<file path="src/rtl/alarm_controller.sv">
`default_nettype none
// ============================================================================
// Module      : alarm_controller
// Description : Alarm sequencer for the watch chip. Holds the alarm setpoint,
//               compares it against the current time and runs the
//               arm / ring / snooze / stop sequence. Drives the buzzer and
//               the armed / ringing / snoozed status flags.
//               Optional feature macro: ALARM_LIGHT_FLASH_EN adds the
//               flash_light output, which toggles on every tick_1s rising
//               edge while ringing.
// Revision    : 1.0 - initial release
// ============================================================================
module alarm_controller #(
    parameter int SNOOZE_MIN     = 5,
    parameter int RING_TIMEOUT_S = 60
) (
    input  logic       clk,
    input  logic       rst,
    input  logic       tick_1s,
    input  logic [5:0] cur_h,
    input  logic [5:0] cur_m,
    input  logic [5:0] cur_s,
    input  logic       inc_m,
    input  logic       dec_m,
    input  logic       inc_h,
    input  logic       dec_h,
    input  logic       btn_arm,
    input  logic       btn_snooze,
    input  logic       btn_stop,
    output logic [5:0] alarm_h,
    output logic [5:0] alarm_m,
    output logic       armed,
    output logic       ringing,
    output logic       snoozed,
    output logic       buzzer
`ifdef ALARM_LIGHT_FLASH_EN
    ,
    output logic       flash_light
`endif
);

    // FSM encoding
    localparam logic [1:0] ST_IDLE    = 2'd0;
    localparam logic [1:0] ST_ARMED   = 2'd1;
    localparam logic [1:0] ST_RINGING = 2'd2;
    localparam logic [1:0] ST_SNOOZE  = 2'd3;

    localparam logic [6:0] c_snooze_min = 7'(SNOOZE_MIN);
    localparam logic [7:0] c_timeout    = 8'(RING_TIMEOUT_S);

    logic [1:0] state;
    logic [1:0] state_nxt;
    logic       tick_q;
    logic       tick_rise;
    logic [5:0] snz_h;
    logic [5:0] snz_m;
    logic       fired;
    logic [7:0] ring_cnt;
    logic [5:0] trig_h;
    logic [5:0] trig_m;
    logic       match;
    logic       enter_ring;
    logic       enter_snooze;
    logic [6:0] snz_sum;
    logic [5:0] snz_m_calc;
    logic [5:0] snz_h_calc;

    // Edge detect on the slow seconds clock so each second counts once
    always_ff @(posedge clk or posedge rst) begin
        if (rst) tick_q <= 1'b0;
        else     tick_q <= tick_1s;
    end

    assign tick_rise = tick_1s & ~tick_q;

    // In SNOOZE the compare target is the snooze time, otherwise the setpoint
    assign trig_h = (state == ST_SNOOZE) ? snz_h : alarm_h;
    assign trig_m = (state == ST_SNOOZE) ? snz_m : alarm_m;

    assign match = (cur_h == trig_h) && (cur_m == trig_m) &&
                   (cur_s == 6'd0) && !fired;

    // Snooze target = now + SNOOZE_MIN with minute carry into a 24 h hour
    always_comb begin
        snz_sum    = {1'b0, cur_m} + c_snooze_min;
        snz_m_calc = snz_sum[5:0];
        snz_h_calc = cur_h;
        if (snz_sum >= 7'd60) begin
            snz_m_calc = 6'(snz_sum - 7'd60);
            snz_h_calc = (cur_h >= 6'd23) ? 6'd0 : cur_h + 6'd1;
        end
    end

    // Next-state logic; stop outranks arm, which outranks snooze
    always_comb begin
        state_nxt = state;
        case (state)
            ST_IDLE: begin
                if (!btn_stop && btn_arm) state_nxt = ST_ARMED;
            end
            ST_ARMED: begin
                if (btn_stop)      state_nxt = ST_ARMED;
                else if (btn_arm)  state_nxt = ST_IDLE;
                else if (match)    state_nxt = ST_RINGING;
            end
            ST_RINGING: begin
                if (btn_stop || btn_arm)        state_nxt = ST_ARMED;
                else if (btn_snooze)            state_nxt = ST_SNOOZE;
                else if (ring_cnt == c_timeout) state_nxt = ST_ARMED;
            end
            ST_SNOOZE: begin
                if (btn_stop)      state_nxt = ST_ARMED;
                else if (btn_arm)  state_nxt = ST_IDLE;
                else if (match)    state_nxt = ST_RINGING;
            end
            default: state_nxt = ST_IDLE;
        endcase
    end

    assign enter_ring   = (state != ST_RINGING) && (state_nxt == ST_RINGING);
    assign enter_snooze = (state == ST_RINGING) && (state_nxt == ST_SNOOZE);

    // State register
    always_ff @(posedge clk or posedge rst) begin
        if (rst) state <= ST_IDLE;
        else     state <= state_nxt;
    end

    // Seconds of unanswered ringing; restarts on every entry to RINGING
    always_ff @(posedge clk or posedge rst) begin
        if (rst)                                    ring_cnt <= 8'd0;
        else if (enter_ring)                        ring_cnt <= 8'd0;
        else if (state == ST_RINGING && tick_rise)  ring_cnt <= ring_cnt + 8'd1;
    end

    // One trigger per matching minute: armed again once the minute moves on
    always_ff @(posedge clk or posedge rst) begin
        if (rst)                    fired <= 1'b0;
        else if (enter_ring)        fired <= 1'b1;
        else if (cur_m != trig_m)   fired <= 1'b0;
    end

    // Snooze target captured only when snooze is pressed; edits leave it alone
    always_ff @(posedge clk or posedge rst) begin
        if (rst) begin
            snz_h <= 6'd0;
            snz_m <= 6'd0;
        end else if (enter_snooze) begin
            snz_h <= snz_h_calc;
            snz_m <= snz_m_calc;
        end
    end

    // Setpoint minute: wraps 59<->0 without touching the hour
    always_ff @(posedge clk or posedge rst) begin
        if (rst) begin
            alarm_m <= 6'd0;
        end else if (inc_m && !dec_m) begin
            alarm_m <= (alarm_m >= 6'd59) ? 6'd0 : alarm_m + 6'd1;
        end else if (dec_m && !inc_m) begin
            alarm_m <= (alarm_m == 6'd0) ? 6'd59 : alarm_m - 6'd1;
        end
    end

    // Setpoint hour: wraps 23<->0
    always_ff @(posedge clk or posedge rst) begin
        if (rst) begin
            alarm_h <= 6'd0;
        end else if (inc_h && !dec_h) begin
            alarm_h <= (alarm_h >= 6'd23) ? 6'd0 : alarm_h + 6'd1;
        end else if (dec_h && !inc_h) begin
            alarm_h <= (alarm_h == 6'd0) ? 6'd23 : alarm_h - 6'd1;
        end
    end

`ifdef ALARM_LIGHT_FLASH_EN
    // Light toggles each second while ringing, held low otherwise
    always_ff @(posedge clk or posedge rst) begin
        if (rst)
            flash_light <= 1'b0;
        else if (state == ST_RINGING && state_nxt == ST_RINGING) begin
            if (tick_rise) flash_light <= ~flash_light;
        end else
            flash_light <= 1'b0;
    end
`endif

    assign armed   = (state != ST_IDLE);
    assign ringing = (state == ST_RINGING);
    assign snoozed = (state == ST_SNOOZE);
    assign buzzer  = ringing & tick_1s;

endmodule
`default_nettype wire

</file>
<file path="config.mk">
export PLATFORM = sky130hd
export DESIGN_NAME = alarm_controller
export DESIGN_NICKNAME = d
export VERILOG_FILES = /design/src/rtl/alarm_controller.sv
export SDC_FILE = /design/constraint.sdc
export NUM_CORES = 1
export LEC_CHECK = 0
export CELL_PAD_IN_SITES_DETAIL_PLACEMENT = 0
export CELL_PAD_IN_SITES_GLOBAL_PLACEMENT = 1
export CORE_ASPECT_RATIO = 1.25
export CORE_MARGIN = 2
export CORE_UTILIZATION = 40
export CTS_CLUSTER_SIZE = 8
export DETAILED_ROUTE_END_ITERATION = 7
export GPL_TIMING_DRIVEN = 0
export PLACE_DENSITY = 0.89
export SLEW_MARGIN = 0
export SYNTH_ARGS = -nofsm -noshare
export SYNTH_HDL_FRONTEND = slang
export SYNTH_SLANG_ARGS = --single-unit
export TNS_END_PERCENT = 50
</file>
<file path="constraint.sdc">
create_clock -name clk -period 3.62 [get_ports clk]
set_input_delay 0.724 -clock clk [delete_from_list [all_inputs] [get_ports clk]]
set_output_delay 0.724 -clock clk [all_outputs]
set_load 0.02 [all_outputs]
</file>
**Word-level counts from Yosys, hierarchy flattened**

Cells that the tools add are included.

- Register bits after elaboration: 36
- Input port bits: 28

- $add $sub $neg: 8
- Magnitude comparators: 4
- Equal/unequal tests: 10
- Mux-type cells: 25
- Bitwise gates (word level): 3
- Reduce and logical (&&, ||, !) cells: 28

Operator list:

| kind | number |
|---|---|
| $mux 6 | 13 |
| $add 6x1->6 const B | 3 |
| $logic_not 6->1 | 3 |
| $mux 8 | 2 |
| $mux 2 | 7 |
| $eq 6x6->1 | 2 |
| $ge 6x5->1 const B | 2 |
| $sub 6x1->6 const B | 2 |
| $logic_and 1x1->1 | 11 |
| $reduce_bool 2->1 | 5 |
| $add 8x1->8 const B | 1 |
| $eq 2x2->1 const B | 4 |
| $eq 8x6->1 const B | 1 |
| $add 6x3->7 const B | 1 |
| $ge 7x6->1 const B | 1 |
| $ge 6x6->1 const B | 1 |
| $logic_not 1->1 | 6 |
| $ne 6x6->1 | 1 |
| $pmux 2 s3 | 1 |
| $sub 6x6->6 const B | 1 |
| $and 1x1->1 | 2 |
| $eq 2x1->1 const B | 1 |
| $logic_not 2->1 | 1 |
| $mux 1 | 2 |
| 4 further kinds | 4 |

**Longest topological paths before layout**

- Depth after elaboration: 13
- Mapped depth: 8
- Gate-level depth less buffers: 7

**Worst setup path after synthesis**

Ideal clock, no wire load.

- Kind: in2reg
- Start point: in cur_m[2]
- End point: reg snz_h[2]
- Arrival time: 2.214 ns
- Data required time: 3.500 ns
- Slack: 1.287 ns
- Cell stages on the path: 8
- Cell sequence: buf_6 > a21oi_2 > xnor2_1 > ha_1 > a211oi_1 > o31ai_4 > a22o_1 > a31o_1

- Longest elaborated chain between the ends: 10

Ends and longest elaborated chain:

| item | line | RTL |
|---|---|---|
| from (decl) | 21 | `input logic [5:0] cur_m,` |
| branches (longest 10 deep; another with $add 6x3->7) | -- |  |
| to (signal assigned) | 149 | `snz_h <= snz_h_calc;` |
| to (decl) | 55 | `logic [5:0] snz_h;` |

Several ways; the timed one is not identified.
A chain may end at the register's enable or synchronous reset.

**Final worst setup path**

- Start point: in cur_m[1]
- End point: reg snz_h[2]

Same word-level chain as after synthesis.

==> results.md <==
* Post-synth EDFFs at 0
* Post-Syn Instances at 330
* Fin crit period at 2920 ps
* Post-Synth Simple-Gate Area at about 21%
* H-tree depth at 2
* WS Path Type: in2reg
* Pre-antenna DRT Iters at 4
* Initial drt markers at 95
* Worst setup margin at just over 700 ps
* Chip width at 78.2 um
* Final setup viols at 0
* Pleak at 0.00140 uW
* Commonest cells after routing, fill and taps aside: 37 x clkdlybuf4s50_1, 36 x dfrtp_1, 34 x nor2_1, 31 x nand2_1, 19 x o21ai_0
* Routability congestion estimate at 0.876
* Slew @ Worst Pin at 760 ps
* HPWL after DPL at 4720 um
* CTS clk-pin slew, worst paths at 80 ps
* Xor/xnor share of the synthesized area at 11.0%
* Post-synth net total at about 370
* Die Footprint at ~0.0076 mm2
* Worst skew pair latency at 300 ps
* Drt drc at 0
* N_diodes at 0
* Flops & latches, synth at 36
* Worst Reg2Reg Path Length in Cells at 8
* DIE HEIGHT at roughly 97 um
* Setup bufs post-CTS at 0
* Synth Area in Compound Gates at 19.9%
* Area delta synth->final at 21.4%
* Crit. Startpoint: cur_m[1]
* CTS tree: done
* Nets at 416
* R2r startpoint: alarm_m[4]
* Total gr overflow at 0
* Worst path arrival time at 3100 ps
* Mux contribution to synthesized area at 2.91%
* Startpoint types: input port
* Ys async rst share at 100%
* Layout Skew at 9.49 ps
* WL final at 6340 um
* Commonest non-fill, non-tap cell in the layout: clkdlybuf4s50_1
* Worst Hold Class: reg2reg
* First-pass GRT wire length at 11000 um
* CP endpoint kind: flop
* Final setup TNS at 0 ps
* Root buffer cell: clkbuf_8
* Number of routed nets with antenna violations at 0
* Synth Area in Adders at 6.36%
* Max-slew violation count at 0
* Status: finished, final reports clean
* Max Cap Violations at 0
* CTS max path bufs at 2
* R2R setup slack at 1530 ps
* Total clock sinks at 36
* Overall Global Routing Usage at 17.5%
* Cts bufs inserted at 5
* Mean Syn Cell Area at ~8.3 um2
* RSZ-0062 raised after global routing: no
* Hold path depth at 2
* I/O pin count at 44
* Largest family of logic cells by synthesized area: simple AND/OR/NAND/NOR gates
* Core area at 0.00661 mm2
* Row count at 33
* # port buffers at 37
* Pwr dens at 511 mW/mm2
* Maximum VDD drop at 0.324 mV
* Crit path capture: snz_h[2]
* Share of the clock period used by the worst path at 80.6%
* Layout cell share with drive strength beyond 1 at between 5 and 6%
* Fmax at 343 MHz
* Via density per instance at 5.43
* Ys Warns at 0
* Vias in the first global route at 2441
* Yosys cell types at 57
* RR Endpoint: ring_cnt[6]
* Hold_buf cts at 0
* Pre-CTS WS at 399 ps
* CP required at ~3800 ps
* Post-cts sizing count at 0
* Slew HR at 49.3%
* Top_reg_cell synth: dfrtp_1
* CP max FO at 9
* Avg WL per Cell at roughly 14 um
* Mapped cell area at between 0.002 and 0.003 mm2
* Initial Util at 41.7%
* Largest net degree at the start of global routing at 37
* Vias at 2508
* Sequential cell area fraction in the yosys report at between 30% and 40%
* Fin. Hold Viols at 0
* Initial antenna violation count at 0
state kept, by name, indices dropped and copies added, names as in the netlist:
| name | flops |
|---|---|
| alarm_h | 6 |
| alarm_m | 6 |
| fired | 1 |
| ring_cnt | 8 |
| snz_h | 6 |
| snz_m | 6 |
| state | 2 |
| tick_q | 1 |
routing by layer:
layer / global-route usage [%] / up-vias / share of wire (%)
li1: - / 1247 / -
met1: 20.6 / 1194 / 44
met2: 31.9 / 57 / 50
met3: 3.26 / 10 / 4.0
met4: 5.26 / 0 / 1.7
met5: 0 / - / 0
metrics by stage:
step,power (uW),hold slack [ps],instance area (um2),cells,util (%)
6_report,1710,482,3350,462,50.6
5_1_grt,1830,518,3350,462,50.6
4_1_cts,1720,492,3350,462,50.6
3_5_place_dp,1350,474,3230,454,49.0
3_3_place_gp,1340,463,3230,454,49.0
2_1_floorplan,1080,448,2760,330,-
logic make-up after synthesis:
logic type               Yosys count
AND/OR/NAND/NOR                  121
adder cells (fa/ha/maj)           14
flip-flops                        36
buffers and inverters             36
XOR/XNOR                          33
AO/OA/AOI/OAI                     82
multiplexers                       8
critical path: stages:
cell and delay (ps):
clkdlybuf4s50_1 600, ha_1 320, xnor2_1 240, ha_1 220, a211oi_1 110, o31ai_4 500, o21ai_1 140, a31o_1 250
worst min-delay path by stage:
stage / from / endpoint / slack (ps)
after floorplan: snz_m[5] / snz_m[5] / 450
after global placement: snz_m[0] / snz_m[0] / 460
after detailed placement: snz_m[5] / snz_m[5] / 470
after CTS: snz_m[5] / snz_m[5] / 490
after global routing: snz_m[0] / snz_m[0] / 520
final: snz_m[0] / snz_m[0] / 480
synthesized netlist by cell type, types with 2 or more instances:
library cell	count	area, um2
dfrtp_1	36	901
nor2_1	34	128
nand2_1	31	116
o21ai_0	19	95.1
xnor2_1	17	149
a21oi_1	16	80.1
clkbuf_1	16	60.1
inv_1	16	60.1
ha_1	14	175
xor2_1	14	123
nand3_1	10	50.1
nor3_1	10	50.1
mux2i_1	8	80.1
and2_1	7	43.8
nand4_1	5	31.3
o21ai_1	5	25.0
a31oi_1	4	25.0
and3_1	4	25.0
nor2b_1	4	25.0
o22ai_1	4	25.0
a21o_1	3	22.5
nor4_1	3	18.8
o2111ai_1	3	26.3
o31ai_1	3	22.5
or3_1	3	18.8
a211oi_1	2	15.0
a21oi_2	2	17.5
a22o_1	2	17.5
and4_1	2	17.5
buf_6	2	22.5
nand3b_1	2	15.0
o21a_1	2	15.0
o22a_1	2	17.5
o32ai_1	2	17.5
area by class of cell:
cell class | instances | area, um2
inverters | 16 | 60.1
multi-input cells | 258 | 1700
fillers | 639 | 3260
clock inverters | 3 | 42.5
flip-flops and latches | 36 | 901
plain buffers | 20 | 95.1
repair buffers | 37 | 370
clock buffers | 5 | 68.8
well taps | 87 | 109
power by group:
group          internal (uW)  total [uW]  switching (uW)
Combinational            358         794             436
Clock                    204         363             159
Sequential               463         553            89.8
Note: power is estimated with default switching activity, not from simulation.
==> edit (same flow settings) <==
The parameter `RING_TIMEOUT_S` goes from 60 to 30.
--- a/src/rtl/alarm_controller.sv
+++ b/src/rtl/alarm_controller.sv
@@ -12,7 +12,7 @@
 // ============================================================================
 module alarm_controller #(
     parameter int SNOOZE_MIN     = 5,
-    parameter int RING_TIMEOUT_S = 60
+    parameter int RING_TIMEOUT_S = 30
 ) (
     input  logic       clk,
     input  logic       rst,
Check against the original RTL: no difference found for any inputs over 10 cycles, from zero or initial values and one cycle with rst high; that may be too few to reach the edited logic, so the function may still have changed.
==> edit against the original RTL <==
Worst setup slack gained 0.13 ns. Area after synthesis grew 0.77%. Sequential cell count is the same. Total power shrank 1.1%. Critical path type unchanged. Fmax grew 4.7%. Register-to-register slack lost 0.05 ns. Highest routed layer unchanged. Largest power group unchanged. Routed wire length grew 1.2%. Critical path depth grew 1. Final area grew 1.1%.
==> edit: results (changes against the original RTL) <==
{| class="wikitable"
! Metric !! Value
|-
| Setup WS pre-CTS || 0.529 ns (+0.130 ns)
|-
| Layout cell share with drive strength beyond 1 || 7.01% (+1.4 points)
|-
| CP top delay family || buffers and inverters
|-
| Global placer's final weighted congestion || 0.865 (-1.2%)
|-
| Cell leakage power || 1.48 nW (+5.7%)
|-
| Internal power component || 990 uW (-3.4%)
|-
| Arrival @ worst endpoint || 2.94 ns (-0.16 ns)
|-
| Iteration-0 DRC Markers || 140 (+47%)
|-
| Avg WL per Cell || 13.6 um (-0.91%)
|-
| Met3 Routed Length || 252 um (-0.40%)
|-
| Top post-synthesis cells by area || sky130_fd_sc_hd__dfrtp_1, sky130_fd_sc_hd__ha_1, sky130_fd_sc_hd__xnor2_1
|-
| Worst clock skew on the final layout || 0.00548 ns (-0.00401 ns)
|-
| Maximum fanout along the worst path || 10 (+1)
|-
| Result of the run || finished clean
|-
| Filler instances || 623 (-2.5%)
|-
| Detailed-route wire length || 6420 um (+1.2%)
|-
| Number of nets produced by synthesis || 378 (+1.6%)
|-
| Standard cell area after detailed placement || 3300 um2 (+1.9%)
|-
| Cell count after placement || 464 (+2.2%)
|-
| Top post-synthesis cells by count || sky130_fd_sc_hd__dfrtp_1, sky130_fd_sc_hd__nand2_1, sky130_fd_sc_hd__nor2_1
|-
| Wire length of the first global-routing pass || 11,300 um (+3.0%)
|-
| Post-synthesis area per instance || 8.26 um2 (-1.0%)
|-
| Via count of the first global-routing pass || 2,408 (-1.4%)
|-
| Wire length on met1 || 2940 um (+4.9%)
|-
| Sequential fraction of the synthesis area || 32.4% (-0.25 points)
|-
| Port bufs || 41 (+11%)
|-
| Post-DP HPWL || 4830 um (+2.2%)
|-
| Vias after detailed routing || 2,536 (+1.1%)
|}
[edit: cell types whose count changed after synthesis, sizes merged, moves of 6 or more]
cell,unedited run,this run
clkbuf,16,10
inv,16,23
nor2,35,27
xor2,15,9
[edit: layout make-up]
| cell class | instances | area share [%] |
|---|---|---|
| Buffer | 18 | 2.59 |
| Clock buffer | 5 | 2.03 |
| Clock inverter | 3 | 0.555 |
| Inverter | 23 | 2.70 |
| Multi-Input combinational cell | 259 | 50.1 |
| Sequential cell | 36 | 26.6 |
| Tap cell | 87 | 3.22 |
| Timing Repair Buffer | 41 | 12.1 |
[edit: worst paths after layout]
kind | start | endpoint | cells after the start | slack [ns]
worst max-delay path | cur_m[0] | snz_h[4] | 9 | 0.83
worst min-delay path | snz_m[0] | snz_m[0] | 2 | 0.49
max in group asynchronous | rst | alarm_h[4] | 2 | 2.23
worst min register to register | snz_m[0] | snz_m[0] | 2 | 0.49
worst max register to register | alarm_h[0] | alarm_h[3] | 7 | 1.48
min in group asynchronous | rst | alarm_m[2] | 2 | 0.89
[edit: power by group through the flow]
stage | clock network [mW] | registers [mW] | logic (mW)
2_1_floorplan | 0 | 0.593 | 0.544
3_3_place_gp | 0 | 0.533 | 0.868
3_5_place_dp | 0 | 0.535 | 0.877
4_1_cts | 0.298 | 0.527 | 0.882
5_1_grt | 0.314 | 0.540 | 0.987
6_report | 0.285 | 0.527 | 0.879
[edit: kinds of logic (layout without fill, tap and decap cells)]
group	count (synthesis)	after routing	synth area share [%]
buffers and inverters	41	90	6.44
xor gates and xnor gates	29	29	9.15
AOI/OAI and AO/OA	86	86	20.4
DFF	36	36	32.4
and+or+nand+nor	123	123	22.7
muxes	7	7	2.52
adders and majority gates	14	14	6.31
